--- src/rtl/equiv_sweep_ctrl.sv ---
// Exhaustive four-state equivalence sweep: drives every 4-lane {0,1,x,z} stimulus
// to a spec and an impl copy, compares after settling, and records mismatch statistics.
module equiv_sweep_ctrl #(
   parameter int unsigned SETTLE = 4,
   parameter int unsigned OUTW   = 24
) (
   input  logic            clk,
   input  logic            rst_n,
   input  logic            start,
   input  logic            abort,
   output logic [7:0]      stim_code,
   output logic            stim_valid,
   input  logic [OUTW-1:0] spec_val,
   input  logic [OUTW-1:0] impl_val,
   input  logic [OUTW-1:0] spec_unk,
   input  logic [OUTW-1:0] impl_unk,
   output logic            busy,
   output logic            done,
   output logic            pass,
   output logic            mismatch,
   output logic [8:0]      fail_count,
   output logic [7:0]      first_fail_vec,
   output logic [OUTW-1:0] first_fail_mask
);

   typedef enum logic [2:0] {
      ST_IDLE    = 3'd0,
      ST_APPLY   = 3'd1,
      ST_SETTLE  = 3'd2,
      ST_COMPARE = 3'd3,
      ST_DONE    = 3'd4
   } state_t;

   localparam logic [7:0] SETTLE_LAST = 8'(SETTLE - 1);

   state_t            state_r;
   state_t            state_nxt;
   logic [7:0]        idx_r;
   logic [7:0]        idx_nxt;
   logic [7:0]        settle_cnt_r;
   logic [7:0]        settle_cnt_nxt;
   logic [8:0]        fail_count_r;
   logic [8:0]        fail_count_nxt;
   logic [7:0]        first_vec_r;
   logic [7:0]        first_vec_nxt;
   logic [OUTW-1:0]   first_mask_r;
   logic [OUTW-1:0]   first_mask_nxt;
   logic              pass_r;
   logic              pass_nxt;
   logic [OUTW-1:0]   diff_s;

   // State and sweep bookkeeping registers
   always_ff @(posedge clk or negedge rst_n) begin
      if (!rst_n) begin
         state_r      <= ST_IDLE;
         idx_r        <= 8'd0;
         settle_cnt_r <= 8'd0;
         fail_count_r <= 9'd0;
         first_vec_r  <= 8'd0;
         first_mask_r <= {OUTW{1'b0}};
         pass_r       <= 1'b0;
      end else begin
         state_r      <= state_nxt;
         idx_r        <= idx_nxt;
         settle_cnt_r <= settle_cnt_nxt;
         fail_count_r <= fail_count_nxt;
         first_vec_r  <= first_vec_nxt;
         first_mask_r <= first_mask_nxt;
         pass_r       <= pass_nxt;
      end
   end

   // Next-state, comparison and output decode
   always_comb begin
      state_nxt      = state_r;
      idx_nxt        = idx_r;
      settle_cnt_nxt = settle_cnt_r;
      fail_count_nxt = fail_count_r;
      first_vec_nxt  = first_vec_r;
      first_mask_nxt = first_mask_r;
      pass_nxt       = pass_r;
      mismatch       = 1'b0;
      // x and z share unk=1 and are told apart by the val bit
      diff_s         = (spec_val ^ impl_val) | (spec_unk ^ impl_unk);

      if (abort && (state_r != ST_IDLE)) begin
         state_nxt = ST_IDLE;
         pass_nxt  = 1'b0;
      end else begin
         case (state_r)
            ST_IDLE: begin
               if (start) begin
                  state_nxt      = ST_APPLY;
                  idx_nxt        = 8'd0;
                  fail_count_nxt = 9'd0;
                  first_vec_nxt  = 8'd0;
                  first_mask_nxt = {OUTW{1'b0}};
                  pass_nxt       = 1'b0;
               end else begin
                  state_nxt = ST_IDLE;
               end
            end
            ST_APPLY: begin
               state_nxt      = ST_SETTLE;
               settle_cnt_nxt = 8'd0;
            end
            ST_SETTLE: begin
               if (settle_cnt_r == SETTLE_LAST) begin
                  state_nxt = ST_COMPARE;
               end else begin
                  settle_cnt_nxt = settle_cnt_r + 8'd1;
               end
            end
            ST_COMPARE: begin
               if (|diff_s) begin
                  mismatch = 1'b1;
                  if (fail_count_r == 9'd0) begin
                     first_vec_nxt  = idx_r;
                     first_mask_nxt = diff_s;
                  end else begin
                     first_vec_nxt  = first_vec_r;
                  end
                  if (fail_count_r == 9'd256) begin
                     fail_count_nxt = fail_count_r;
                  end else begin
                     fail_count_nxt = fail_count_r + 9'd1;
                  end
               end else begin
                  mismatch = 1'b0;
               end
               if (idx_r == 8'd255) begin
                  state_nxt = ST_DONE;
                  pass_nxt  = (fail_count_nxt == 9'd0);
               end else begin
                  idx_nxt   = idx_r + 8'd1;
                  state_nxt = ST_APPLY;
               end
            end
            ST_DONE: begin
               state_nxt = ST_IDLE;
            end
            default: begin
               state_nxt = ST_IDLE;
            end
         endcase
      end

      stim_valid      = (state_r == ST_APPLY) || (state_r == ST_SETTLE) || (state_r == ST_COMPARE);
      stim_code       = stim_valid ? idx_r : 8'd0;
      busy            = (state_r != ST_IDLE);
      done            = (state_r == ST_DONE) && !abort;
      pass            = pass_r;
      fail_count      = fail_count_r;
      first_fail_vec  = first_vec_r;
      first_fail_mask = first_mask_r;
   end

endmodule

--- config.mk ---
export PLATFORM = sky130hd
export DESIGN_NAME = equiv_sweep_ctrl
export DESIGN_NICKNAME = d
export VERILOG_FILES = /design/src/rtl/equiv_sweep_ctrl.sv
export SDC_FILE = /design/constraint.sdc
export NUM_CORES = 1
export LEC_CHECK = 0
export BUFFER_PORTS_ARGS = -buffer_cell sky130_fd_sc_hd__buf_4
export CAP_MARGIN = 20
export CORE_ASPECT_RATIO = 0.7
export CORE_MARGIN = 3
export CORE_UTILIZATION = 43
export DETAILED_ROUTE_END_ITERATION = 10
export GPL_TIMING_DRIVEN = 0
export PLACE_DENSITY_LB_ADDON = 0.08
export SLEW_MARGIN = 20
export SYNTH_ARGS = -nofsm -noshare
export SYNTH_HDL_FRONTEND = slang
export SYNTH_SLANG_ARGS = --single-unit
--- constraint.sdc ---
create_clock -name clk -period 2.4 [get_ports clk]
set_input_delay 0.6 -clock clk [delete_from_list [all_inputs] [get_ports clk]]
set_output_delay 0.6 -clock clk [all_outputs]
set_load 0.1 [all_outputs]
**Yosys cells after proc, flatten, opt, wreduce, memory -nomap -nowiden**

Index checks and enable logic that the tools add are counted.

- Bitwise logic cells: 4
- Add/subtract/negate cells: 3
- Mux-type cells: 31
- Reduce and logical (&&, ||, !) cells: 18
- Equal/unequal tests: 15

Operator list:

| operator | count |
|---|---|
| $mux W24 | 3 |
| $mux W8 | 6 |
| $pmux W24 S2 | 1 |
| $pmux W8 S2 | 3 |
| $xor A24 B24 Y24 | 2 |
| $mux W9 | 5 |
| $or A24 B24 Y24 | 1 |
| $reduce_or A24 Y1 | 1 |
| $logic_not A9 Y1 | 2 |
| $pmux W9 S2 | 1 |
| $add A8 B1 Y8 const B | 2 |
| $pmux W3 S4 | 1 |
| $ne A2 B2 Y1 const B | 5 |
| $add A9 B1 Y9 const B | 1 |
| $eq A9 B9 Y1 const B | 1 |
| $mux W3 | 3 |
| $ne A3 B3 Y1 const B | 3 |
| $reduce_and A3 Y1 | 3 |
| $eq A8 B2 Y1 const B | 1 |
| $eq A8 B8 Y1 const B | 1 |
| $mux W1 | 7 |
| $eq A3 B2 Y1 const B | 2 |
| $reduce_bool A3 Y1 | 2 |
| $reduce_and A5 Y1 | 1 |
| 10 further kinds | 13 |

- Input port bits: 100
- Flip-flop bits (word level): 61
- Output and inout bits: 54

**Longest topological paths before layout**

Gate-level depths: netlist (run 1).

- Depth after elaboration: 10
- Mapped depth: 10
- Depth with buffers taken out: 8

**Least setup slack after synthesis (run 1)**

No wires, ideal clock.

- Path kind: reg-to-output
- Start: reg state_r[1]
- End: out stim_code[0]
- Arrival: 2872 ps
- Data required time: 1800 ps
- Slack: -1072 ps
- Buffers on the path: 1
- Stages on the path, launching flop included: 5
- Cells stage by stage: dfrtp_1 buf_2 nor2_1 nor2_1 and2_1

- Cells in the longest elaborated chain, start to end: 4
- Elaborated cells on any way between the ends: 6
- Classes of those cells: eq/ne: 3; mux: 1; reduce/logical: 2

RTL lines:

| element | line | text |
|---|---|---|
| start, declared | 36 | `state_t state_r;` |
| start signal, assigned | 63 | `state_r <= state_nxt;` |
| $eq A3 B1 Y1 or $eq A3 B2 Y1 (tied branches) | 148 | `stim_valid = (state_r == ST_APPLY) \|\| (state_r == ST_SETTLE) \|\| (state_r == ST_COMPARE);` |
| $logic_or A1 B1 Y1 | 148 |  |
| $logic_or A1 B1 Y1 * | 148 |  |
| via stim_valid | 12 | `output logic stim_valid,` |
| $mux W8 * | 149 | `stim_code = stim_valid ? idx_r : 8'd0;` |
| end, declared | 11 | `output logic [7:0] stim_code,` |

The timed path passes the listed nets; every way through them passes the cells marked *.

**Worst setup path in the final report (run 1)**

- Start: in spec_unk[21]
- End: out mismatch

- Cells in the longest elaborated chain, start to end: 6

RTL lines:

| element | line | text |
|---|---|---|
| start, declared | 15 | `input logic [OUTW-1:0] spec_unk,` |
| $xor A24 B24 Y24 | 84 | `diff_s = (spec_val ^ impl_val) \| (spec_unk ^ impl_unk);` |
| $or A24 B24 Y24 | 84 |  |
| $reduce_or A24 Y1 | 115 | `if (\|diff_s) begin` |
| $mux W1 | 115 |  |
| $mux W1 | 90 | `case (state_r)` |
| $mux W1 | 86 | `if (abort && (state_r != ST_IDLE)) begin` |
| end, declared | 20 | `output logic mismatch,` |

No other way between the ends.

==> results by stage, run 1 <==
Status:
- The run finished, with violations left.
- The checks that failed: negative setup slack.

Timing:
- The number of endpoints failing setup at the final stage is 5.
- The number of max-slew violations in the final report came to 0.
- Of the available clock period, the critical path in the final layout requires 117%.
- For this run, the top clock speed supported by timing is 0.356 GHz.
- Once routing completed, OpenROAD measured the worst setup slack at -0.406 ns.
- Measured against its own limit, the worst slew margin works out to between 40% and 50%.
- The number of hold violations in the final report is 0.
- Between clock sinks in the finished design, the worst skew comes to ~0.0075 ns.
- The clock period minus final worst setup slack is 2.81 ns.
- The actual slew at the worst max-slew pin is between 0.7 and 0.8 ns.
- Setup repair after global routing could not meet its margin everywhere.

Synthesis:
- The net count after synthesis is ~500.
- The number of flops mapped to enable cells by yosys is 0.
- The mapped cell area is 0.00355 mm^2.
- The gate count of the mapped netlist is just under 400.
- In this run the biggest area consumer among cell types represents about 43% of the synthesized area.
- In the synthesized netlist the dominant register cell turns out to be sky130_fd_sc_hd__dfrtp_1.
- The number of distinct library cell variants in the gate-level netlist after synthesis is 46.
- The sequential fraction of the synthesis area is 43.0%.
- For this run, the number of Yosys warnings is 0.
- The average instance area after synthesis is 9.08 um^2.
- The synthesized design contains 61 register bits.
- The fraction of synthesis flops using an asynchronous set or reset pin is 100%.
- The cell type with the largest total area after synthesis is sky130_fd_sc_hd__dfrtp_1.
- Sorting the synthesized cells by area gives the leading types as sky130_fd_sc_hd__dfrtp_1 (43%), sky130_fd_sc_hd__xor2_1 (14%), sky130_fd_sc_hd__nand2_1 (7.6%), sky130_fd_sc_hd__o21ai_0 (5.4%), sky130_fd_sc_hd__nor2_1 (2.4%).

Floorplan:
- The row count is 27.
- The floorplan core area is 0.00794 mm^2.
- The full die area is 0.00940 mm^2.
- The height of the die is 82.0 um.
- The number of top-level design ports is 154.
- The die width is about 110 um.
- For this configuration, the core starts out at a cell density of 44.7%.

Worst setup path:
- In this run the number of cells on the critical path is 10.
- The cell count of the worst reg-to-reg path is 8.
- The reg2reg setup slack is 0.13 ns.
- The data required time of the worst path is about 1.8 ns.
- The startpoint-to-endpoint class of the critical path is in2out.
- The most critical setup path has its endpoint at mismatch.
- In this run the critical register-to-register path is captured at settle_cnt_r[5]$_DFFE_PN0P_.
- Together, buffers and inverters on the worst path number 5.
- The category of the worst setup path launch point is an input pin.
- The kind of cell with the highest combined delay along the critical path is simple AND/OR/NAND/NOR gates.
- The maximum fanout along the worst path is 3.
- The slowest stage of the critical path belongs to the cell sky130_fd_sc_hd__nor4_4.
- The most frequent cell on the critical path is sky130_fd_sc_hd__buf_6.
- Tracing the worst setup path back leads to its startpoint at spec_unk[21].
- The type of element capturing the critical path is an output pin.
- The arrival time of data at the critical path endpoint is 2.21 ns.
- The worst register-to-register path begins at settle_cnt_r[0]$_DFFE_PN0P_.
- The peak per-stage delay on the critical path is roughly 0.34 ns.
- The critical path goes through buf_6, xor2_2, nor4_4, and4_4, nand3_4, buf_6, buf_8, nand2_4, clkinvlp_4, buf_12.

Pwr:
- The leakage dissipation is about 2.8 nW.
- The switching part of the total power is 44.2%.
- The switching power is just over 2 mW.
- Dividing total power by cell area gives a power density of 845 mW/mm^2.
- The share of total power dissipated in the clock network is 25.3%.
- The internal power of the cells totals 2.61 mW.
- The total design power is 4.67 mW.
- The worst-case IR drop observed on VDD is 0.000805 V.
- The proportion of power drawn by flip-flops and latches is a little over a quarter.
- The part of the power in combinational logic is about 48%.

Cells and area:
- The final-stage net count is 678.
- Relative to the synthesized area, the layout overhead comes to 55.6%.
- The core utilization of the finished layout is a little over two thirds.
- The repair_antennas step left the layout with diodes totalling 0.
- In the layout the commonest cells are sky130_fd_sc_hd__buf_4 (165), sky130_fd_sc_hd__nand2_1 (69), sky130_fd_sc_hd__dfrtp_1 (58).
- The library cell used most frequently in the layout, excluding fill and tap cells, is sky130_fd_sc_hd__buf_4.
- After routing the design area is approximately 0.0055 mm^2.
- For this run, the number of standard cells in the final layout without fillers is 680.
- In the final layout, the share of cells above drive strength 1 is approximately 41%.

Clock tree:
- The number of levels in the clock H-tree is 3.
- For the worst-skew pair, the clock arrives at the later sink with an insertion delay of between 0.3 and 0.4 ns.
- The cell at the root of the clock tree is sky130_fd_sc_hd__clkbuf_16.
- The post-cts hold buffer count is 0.
- TritonCTS created 9 clock buffers.
- The TritonCTS clock tree is done.
- The clock net in this run drives a total of 61 sinks.
- Clock-pin slew was measured on the worst setup and hold paths at 0.05 ns.
- The maximum count of clock buffers along a single path is 2.

Worst hold path:
- The path category of the worst min-delay check is in2async.

Job:
- Across the run, the number of max-cap violations was 0.

Placed design:
- The number of placed instances with taps included is 645.
- The count of buffers from port buffering is approximately 150.
- Summing all placed instances gives a cell area of 0.00488 mm^2.
- The placed wire-length estimate is just under 8000 um.
- OpenSTA, run right after detailed placement, puts the worst setup slack at -0.758 ns.
- The weighted congestion at the end of routability-driven global placement is just over 0.8.

Global routing:
- The overall overflow remaining after global route is 0.
- Across every metal layer, demand over resource in global routing totals 22.2%.
- The maximum number of pins on one net before global-route repair is 62.
- The initial antenna violation count is 0.
- The wire length of the first global-routing pass is roughly 16,000 um.
- The number of global-route vias before repair is between 3,000 and 4,000.

Routing:
- The number of vias per cell after detailed routing is between 5 and 6.
- The detailed router's first-iteration violation count is 260.
- The remaining antenna violation count is 0.
- The routed length per instance is 15.7 um.
- The length of the first detailed-routing pass in iterations is 4.
- The number of vias after detailed routing is roughly 3,600.
- For this block, the routed nets add up to 10,700 um of wire.
- In the routed design, unresolved DRC markers number 0.
[cell type report]
cell class / count / area (um^2)
fillers: 623 / 2410
multi-input cells: 307 / 2070
flip-flops and latches: 61 / 1530
repair buffers: 172 / 1350
clock buffers: 11 / 243
plain buffers: 15 / 131
well taps: 101 / 126
clock inverters: 5 / 36.3
inverters: 8 / 33.8
[power groups by stage]
| stage | clock network [mW] | logic [mW] | registers, mW |
|---|---|---|---|
| 2_1_floorplan | 0 | 0.853 | 1.79 |
| 3_3_place_gp | 0 | 1.90 | 1.26 |
| 3_5_place_dp | 0 | 1.92 | 1.26 |
| 4_1_cts | 1.20 | 2.04 | 1.25 |
| 5_1_grt | 1.25 | 2.37 | 1.27 |
| 6_report | 1.18 | 2.23 | 1.25 |
[routing by layer]
| metal | global-route usage (%) | wire length, um | share of wire, % | vias to the layer above |
|---|---|---|---|---|
| met5 | 0 | 0 | 0 | - |
| met4 | 6.88 | 122 | 1.1 | 0 |
| met3 | 5.67 | 691 | 6.5 | 12 |
| met2 | 37.6 | 5170 | 49 | 122 |
| met1 | 28.2 | 4660 | 44 | 1704 |
| li1 | - | - | - | 1729 |
[worst register-to-register path, cell delays in order, from the launching register on]
cell and delay, ns:
sky130_fd_sc_hd__dfrtp_2 0.41, sky130_fd_sc_hd__ha_2 0.22, sky130_fd_sc_hd__or4b_4 0.49, sky130_fd_sc_hd__nor4_4 0.33
sky130_fd_sc_hd__nor2b_1 0.11, sky130_fd_sc_hd__o2111a_2 0.29, sky130_fd_sc_hd__nand3_1 0.10, sky130_fd_sc_hd__xor2_1 0.16
sky130_fd_sc_hd__nor2_1 0.05
[synthesized netlist by cell type (2+ instances only)]
master / count
sky130_fd_sc_hd__buf_2: 7
sky130_fd_sc_hd__buf_6: 3
sky130_fd_sc_hd__o31ai_1: 3
sky130_fd_sc_hd__ha_1: 4
sky130_fd_sc_hd__a22o_1: 8
sky130_fd_sc_hd__clkbuf_1: 5
sky130_fd_sc_hd__xnor2_1: 5
sky130_fd_sc_hd__a31oi_1: 4
sky130_fd_sc_hd__inv_1: 8
sky130_fd_sc_hd__a21oi_1: 10
sky130_fd_sc_hd__and2_1: 7
sky130_fd_sc_hd__dfrtp_1: 61
sky130_fd_sc_hd__nor3_1: 7
sky130_fd_sc_hd__mux2i_1: 2
sky130_fd_sc_hd__xor2_1: 57
sky130_fd_sc_hd__nor2_1: 23
sky130_fd_sc_hd__nand3_1: 11
sky130_fd_sc_hd__or3_1: 3
sky130_fd_sc_hd__o21ai_0: 38
sky130_fd_sc_hd__and3_1: 7
sky130_fd_sc_hd__nand4_1: 5
sky130_fd_sc_hd__a311oi_1: 2
sky130_fd_sc_hd__nor4_1: 12
sky130_fd_sc_hd__and4_1: 5
sky130_fd_sc_hd__nor2b_1: 2
sky130_fd_sc_hd__nand2_1: 72
[logic make-up (layout without fill, tap and decap cells)]
group                    Yosys count  after routing  share of synthesized area (%)
adder cells (fa/ha/maj)            4              4                           1.41
multiplexers                       2              2                          0.564
AND/OR/NAND/NOR                  164            164                           23.2
flip-flops                        61             61                           43.0
XOR/XNOR                          62             62                           15.3
AO/OA/AOI/OAI                     75             75                           13.2
buffers and inverters             23            211                           3.31
[stage by stage]
step / hold WS (ns) / TNS (ns)
final: 0.345 / -0.447
after global routing: 0.405 / -1.54
after CTS: 0.379 / -0.418
after detailed placement: 0.457 / -14.09
after global placement: 0.454 / -13.63
after floorplan: 0.304 / -0.604
[flip-flops by register name, summed over array words and instances, names as in the netlist]
name             count
fail_count           9
first_fail_mask     24
first_fail_vec       8
idx_r                8
pass                 1
settle_cnt_r         8
state_r              3
[worst min path at each step]
stage / end / startpoint / slack (ns)
after floorplan: fail_count[0]$_DFFE_PN0P_ / rst_n / 0.30
after global placement: first_fail_mask[22]$_DFFE_PN0P_ / first_fail_mask[22]$_DFFE_PN0P_ / 0.45
after detailed placement: first_fail_mask[1]$_DFFE_PN0P_ / first_fail_mask[1]$_DFFE_PN0P_ / 0.46
after CTS: first_fail_mask[17]$_DFFE_PN0P_ / rst_n / 0.38
after global routing: first_fail_mask[17]$_DFFE_PN0P_ / rst_n / 0.40
final: first_fail_mask[17]$_DFFE_PN0P_ / rst_n / 0.35
[what timing repair did]
item | in CTS | in global routing
gates cloned | 0 | 2
resized for setup | 26 | 20
setup buffers | 12 | 5
pin swaps | 9 | 5
setup endpoints to repair | 24 | 34
(Power assumes the default switching activity.)
==> run 2: changes to the inputs <==
--- a/config.mk
+++ b/config.mk
@@ -5,12 +5,12 @@
 export SDC_FILE = /design/constraint.sdc
 export NUM_CORES = 1
 export LEC_CHECK = 0
-export BUFFER_PORTS_ARGS = -buffer_cell sky130_fd_sc_hd__buf_4
 export CAP_MARGIN = 20
 export CORE_ASPECT_RATIO = 0.7
 export CORE_MARGIN = 3
-export CORE_UTILIZATION = 43
+export CORE_UTILIZATION = 57
 export DETAILED_ROUTE_END_ITERATION = 10
+export DONT_BUFFER_PORTS = 1
 export GPL_TIMING_DRIVEN = 0
 export PLACE_DENSITY_LB_ADDON = 0.08
 export SLEW_MARGIN = 20
==> constraint.sdc (replaced) <==
create_clock -name clk -period 2.3 [get_ports clk]
set_input_delay 0.575 -clock clk [delete_from_list [all_inputs] [get_ports clk]]
set_output_delay 0.575 -clock clk [all_outputs]
set_load 0.01 [all_outputs]
==> run 2 against run 1 <==
  * The flow now finishes without violations
  * Clock skew fell by 0.0024 ns
  * Register-to-register slack barely moved
  * Clock-buffer cell count fell by 1
  * Wire length fell by 16%
  * Die area fell by 23%
  * Critical path depth fell by 3
  * Combinational power fell by 56%
  * Via count fell by 16%
  * Worst hold slack got worse by 0.26 ns
  * Flip-flop and latch count did not move
  * Final cell count fell by 27%
==> results by stage, run 2 (synthesis results as in run 1) <==
Placed design:
- The weighted congestion at the end of routability-driven global placement is 0.841 (+4.5%).
- The post-placement cell area is 0.00367 mm^2 (-25%).
- The number of placed instances with taps included came to 466 (-28%).
- The placed wire-length estimate is 6610 um (-15%).
- The count of buffers from port buffering was 0 (-100%).
- The post-placement worst setup slack came to -0.429 ns (+0.329 ns).

Worst setup path:
- The arrival time of data at the critical path endpoint is 1.70 ns (-0.51 ns).
- The cell count of the worst reg-to-reg path is 9 (+1).
- The kind of cell with the highest combined delay along the critical path is simple AND/OR/NAND/NOR gates.
- The maximum fanout along the worst path is 3 (unchanged).
- The cell count along the critical path is 7 (-3).
- The startpoint-to-endpoint class of the critical path is in2out.
- The signal on the critical path passes through xor2_4, nor4_4, and4_4, nand3_4, buf_6, nand2_4, inv_4.
- The total buffers and inverters traversed by the critical path came to 2 (-3).
- The category of the worst setup path launch point is an input pin.
- The peak per-stage delay on the critical path came to 0.35 ns (about the same).
- The worst setup path is captured at an output pin.
- The data required time of the worst path came to 1.73 ns (-0.07 ns).
- The critical path's slowest cell is sky130_fd_sc_hd__nor4_4.

Clock tree:
- The clock sink count is 61 (unchanged).
- The number of levels in the clock H-tree is 3 (unchanged).
- The TritonCTS clock tree is done.
- The maximum count of clock buffers along a single path is 2 (unchanged).
- The clock network latency to the later pin of the worst-skew pair is 0.34 ns (+0.02 ns).
- The tree is rooted in a sky130_fd_sc_hd__clkbuf_8.
- The CTS clock-pin slew for the worst setup and hold paths is 0.07 ns (+0.02 ns).
- The number of buffers added by the clock tree synthesis step was 9 (unchanged).

Timing:
- The worst hold slack is 0.0873 ns (-0.258 ns).
- Setup repair after global routing could not meet its margin everywhere.
- The actual slew at the worst max-slew pin is 0.490 ns (-0.282 ns).
- The post-route clock period utilization is 98.8%.
- The number of max-slew violations in the final report was 0 (unchanged).
- The clock period minus final worst setup slack is 2.27 ns.
- For this run, the top clock speed supported by timing is 0.440 GHz.
- The number of hold violations in the final report is 0 (unchanged).
- The least setup slack across all paths after layout is 0.0282 ns (+0.434 ns).
- The clock skew came to 0.00515 ns (-0.00239 ns).
- The tightest slew margin relative to the limit is 67.1% (+19 points).
- The number of endpoints failing setup at the final stage is 0 (-5).

Cells and area:
- The library cells used most frequently in the layout, excluding fill and tap cells, are sky130_fd_sc_hd__nand2_1 (71), sky130_fd_sc_hd__dfrtp_1 (61), sky130_fd_sc_hd__xor2_1 (53).
- The ratio of cells with drive above 1 in the final layout is 17.3% (-24 points).
- The count of non-filler cells in the finished layout is 496 (-27%).
- The final-stage net count is 520 (-23%).
- The most frequent standard cell in the layout excluding fill and tap cells is sky130_fd_sc_hd__nand2_1.
- The area growth from synthesis to layout is 18.2%.
- The flip-flop count of the largest register, all copies and words added is 24 (unchanged).
- The cell area after layout is 0.00420 mm^2 (-24%).
- The core utilization of the finished layout was 71.5% (+1.9 points).
- The number of diodes added for antenna fixing was 0 (unchanged).

Routing:
- The length of the first detailed-routing pass in iterations is 4 (unchanged).
- The final routed DRC violation total was 0 (unchanged).
- The number of vias per cell after detailed routing is 6.06 (+16%).
- The detailed router's first-iteration violation count was 139 (-47%).
- The routed length per instance is 18.1 um (+16%).
- The final routed wirelength across all metal layers is 9000 um (-16%).
- The remaining antenna violation count was 0 (unchanged).
- The number of vias after detailed routing was 3,007 (-16%).

Pwr:
- The part of the power in combinational logic is 29.8% (-18 points).
- The switching power came to 1.20 mW (-42%).
- The proportion of power drawn by flip-flops and latches is 41.1% (+14 points).
- The worst IR drop on VDD was 0.000474 V (-41%).
- The leakage dissipation is 1.96 nW (-30%).
- The power per cell area is 784 mW/mm^2 (-7.2%).
- The internal power contribution came to 2.09 mW (-20%).
- The switching part of the total power is 36.5% (-7.7 points).
- The clock network fraction of design power is 29.1% (+3.8 points).

Floorplan:
- The starting density of the core is 60.5% (+16 points).
- The row count is 23 (-15%).
- The full die area is 0.00723 mm^2 (-23%).
- The number of top-level design ports was 154 (unchanged).
- The floorplan core area is 0.00587 mm^2 (-26%).
- The height of the die is 72.0 um (-12%).
- The die width is 100 um (-12%).

Global routing:
- The met3 usage was 7.78% (+2.1 points).
- The wire length of the first global-routing pass is 14,400 um (-11%).
- The number of global-route vias before repair is 2,909 (-15%).
- The overall overflow remaining after global route is 0 (unchanged).
- The initial antenna violation count came to 0 (unchanged).
- The maximum number of pins on one net before global-route repair is 62 (unchanged).
- The met2 capacity usage during global routing came to 40.1% (+2.5 points).
- The global routing met1 resource utilization is 33.4% (+5.3 points).
- The global-route layer with the greatest usage is met2.
- The overall routing resource usage came to 25.3% (+3.1 points).

Status:
- The run finished with clean final reports.

Worst hold path:
- The path category of the worst min-delay check is in2async.

Job:
- The number of max-capacitance violations reported is 0 (unchanged).
-- run 2: cell count changes in the layout (fill, tap and decap cells not counted), sizes merged --
cell	change
buf	-159
clkinvlp	-1
inv	+1
bufinv	+1
-- run 2: power by group through the flow --
stage	sequential (mW)	clock [mW]	combinational (mW)
2_1_floorplan	1.34	0	0.654
3_3_place_gp	1.37	0	0.814
3_5_place_dp	1.37	0	0.832
4_1_cts	1.35	0.973	0.905
5_1_grt	1.37	1.01	1.10
6_report	1.35	0.960	0.980
-- run 2: repair_timing --
action | CTS | global route
hold buffers | 1 | 0
endpoints found under the setup margin | 12 | 46
pin swaps | 6 | 11
gates resized for setup | 11 | 27
endpoints found under the hold margin | 61 | 0
setup buffers | 10 | 4
-- run 2: final timing paths --
check / slack, ns / startpoint / to
setup / recovery: 0.03 / spec_val[21] / mismatch
hold / removal: 0.09 / rst_n / first_fail_mask[15]$_DFFE_PN0P_
setup reg to reg: 0.14 / state_r[0]$_DFFE_PN0P_ / idx_r[7]$_DFFE_PN0P_
hold reg to reg: 0.54 / first_fail_mask[20]$_DFFE_PN0P_ / first_fail_mask[20]$_DFFE_PN0P_
max in group asynchronous: 1.95 / rst_n / first_fail_mask[21]$_DFFE_PN0P_
min in group clk: 0.36 / abort / state_r[1]$_DFFE_PN0P_
-- run 2: final cells by class --
class / instances / area [um^2]
Fill cell: 474 / 1670
Sequential cell: 61 / 1530
Buffer: 14 / 93.8
Tap cell: 75 / 93.8
Multi-Input combinational cell: 307 / 2120
Clock buffer: 10 / 138
Inverter: 8 / 32.5
Clock inverter: 6 / 62.6
Timing Repair Buffer: 15 / 133
-- run 2: per-stage QoR --
step / power (mW) / TNS [ns]
after floorplan: 1.99 / 0
after global placement: 2.19 / -10.41
after detailed placement: 2.21 / -11.38
after CTS: 3.23 / -0.119
after global routing: 3.48 / -0.0190
final: 3.29 / 0
-- run 2: per-layer routing --
layer	routed length (um)	part of all wire, %
met1	3730	41
met2	4370	49
met3	810	9.0
met4	92	1.0
met5	0	0
-- run 2: worst register-to-register path: cells and delay by family, from the launching register on --
| kind | cells | cell delay (ns) |
|---|---|---|
| DFF | 1 | 0.38 |
| and+or+nand+nor | 4 | 0.86 |
| AOI/OAI and AO/OA | 2 | 0.34 |
| buffers and inverters | 3 | 0.50 |
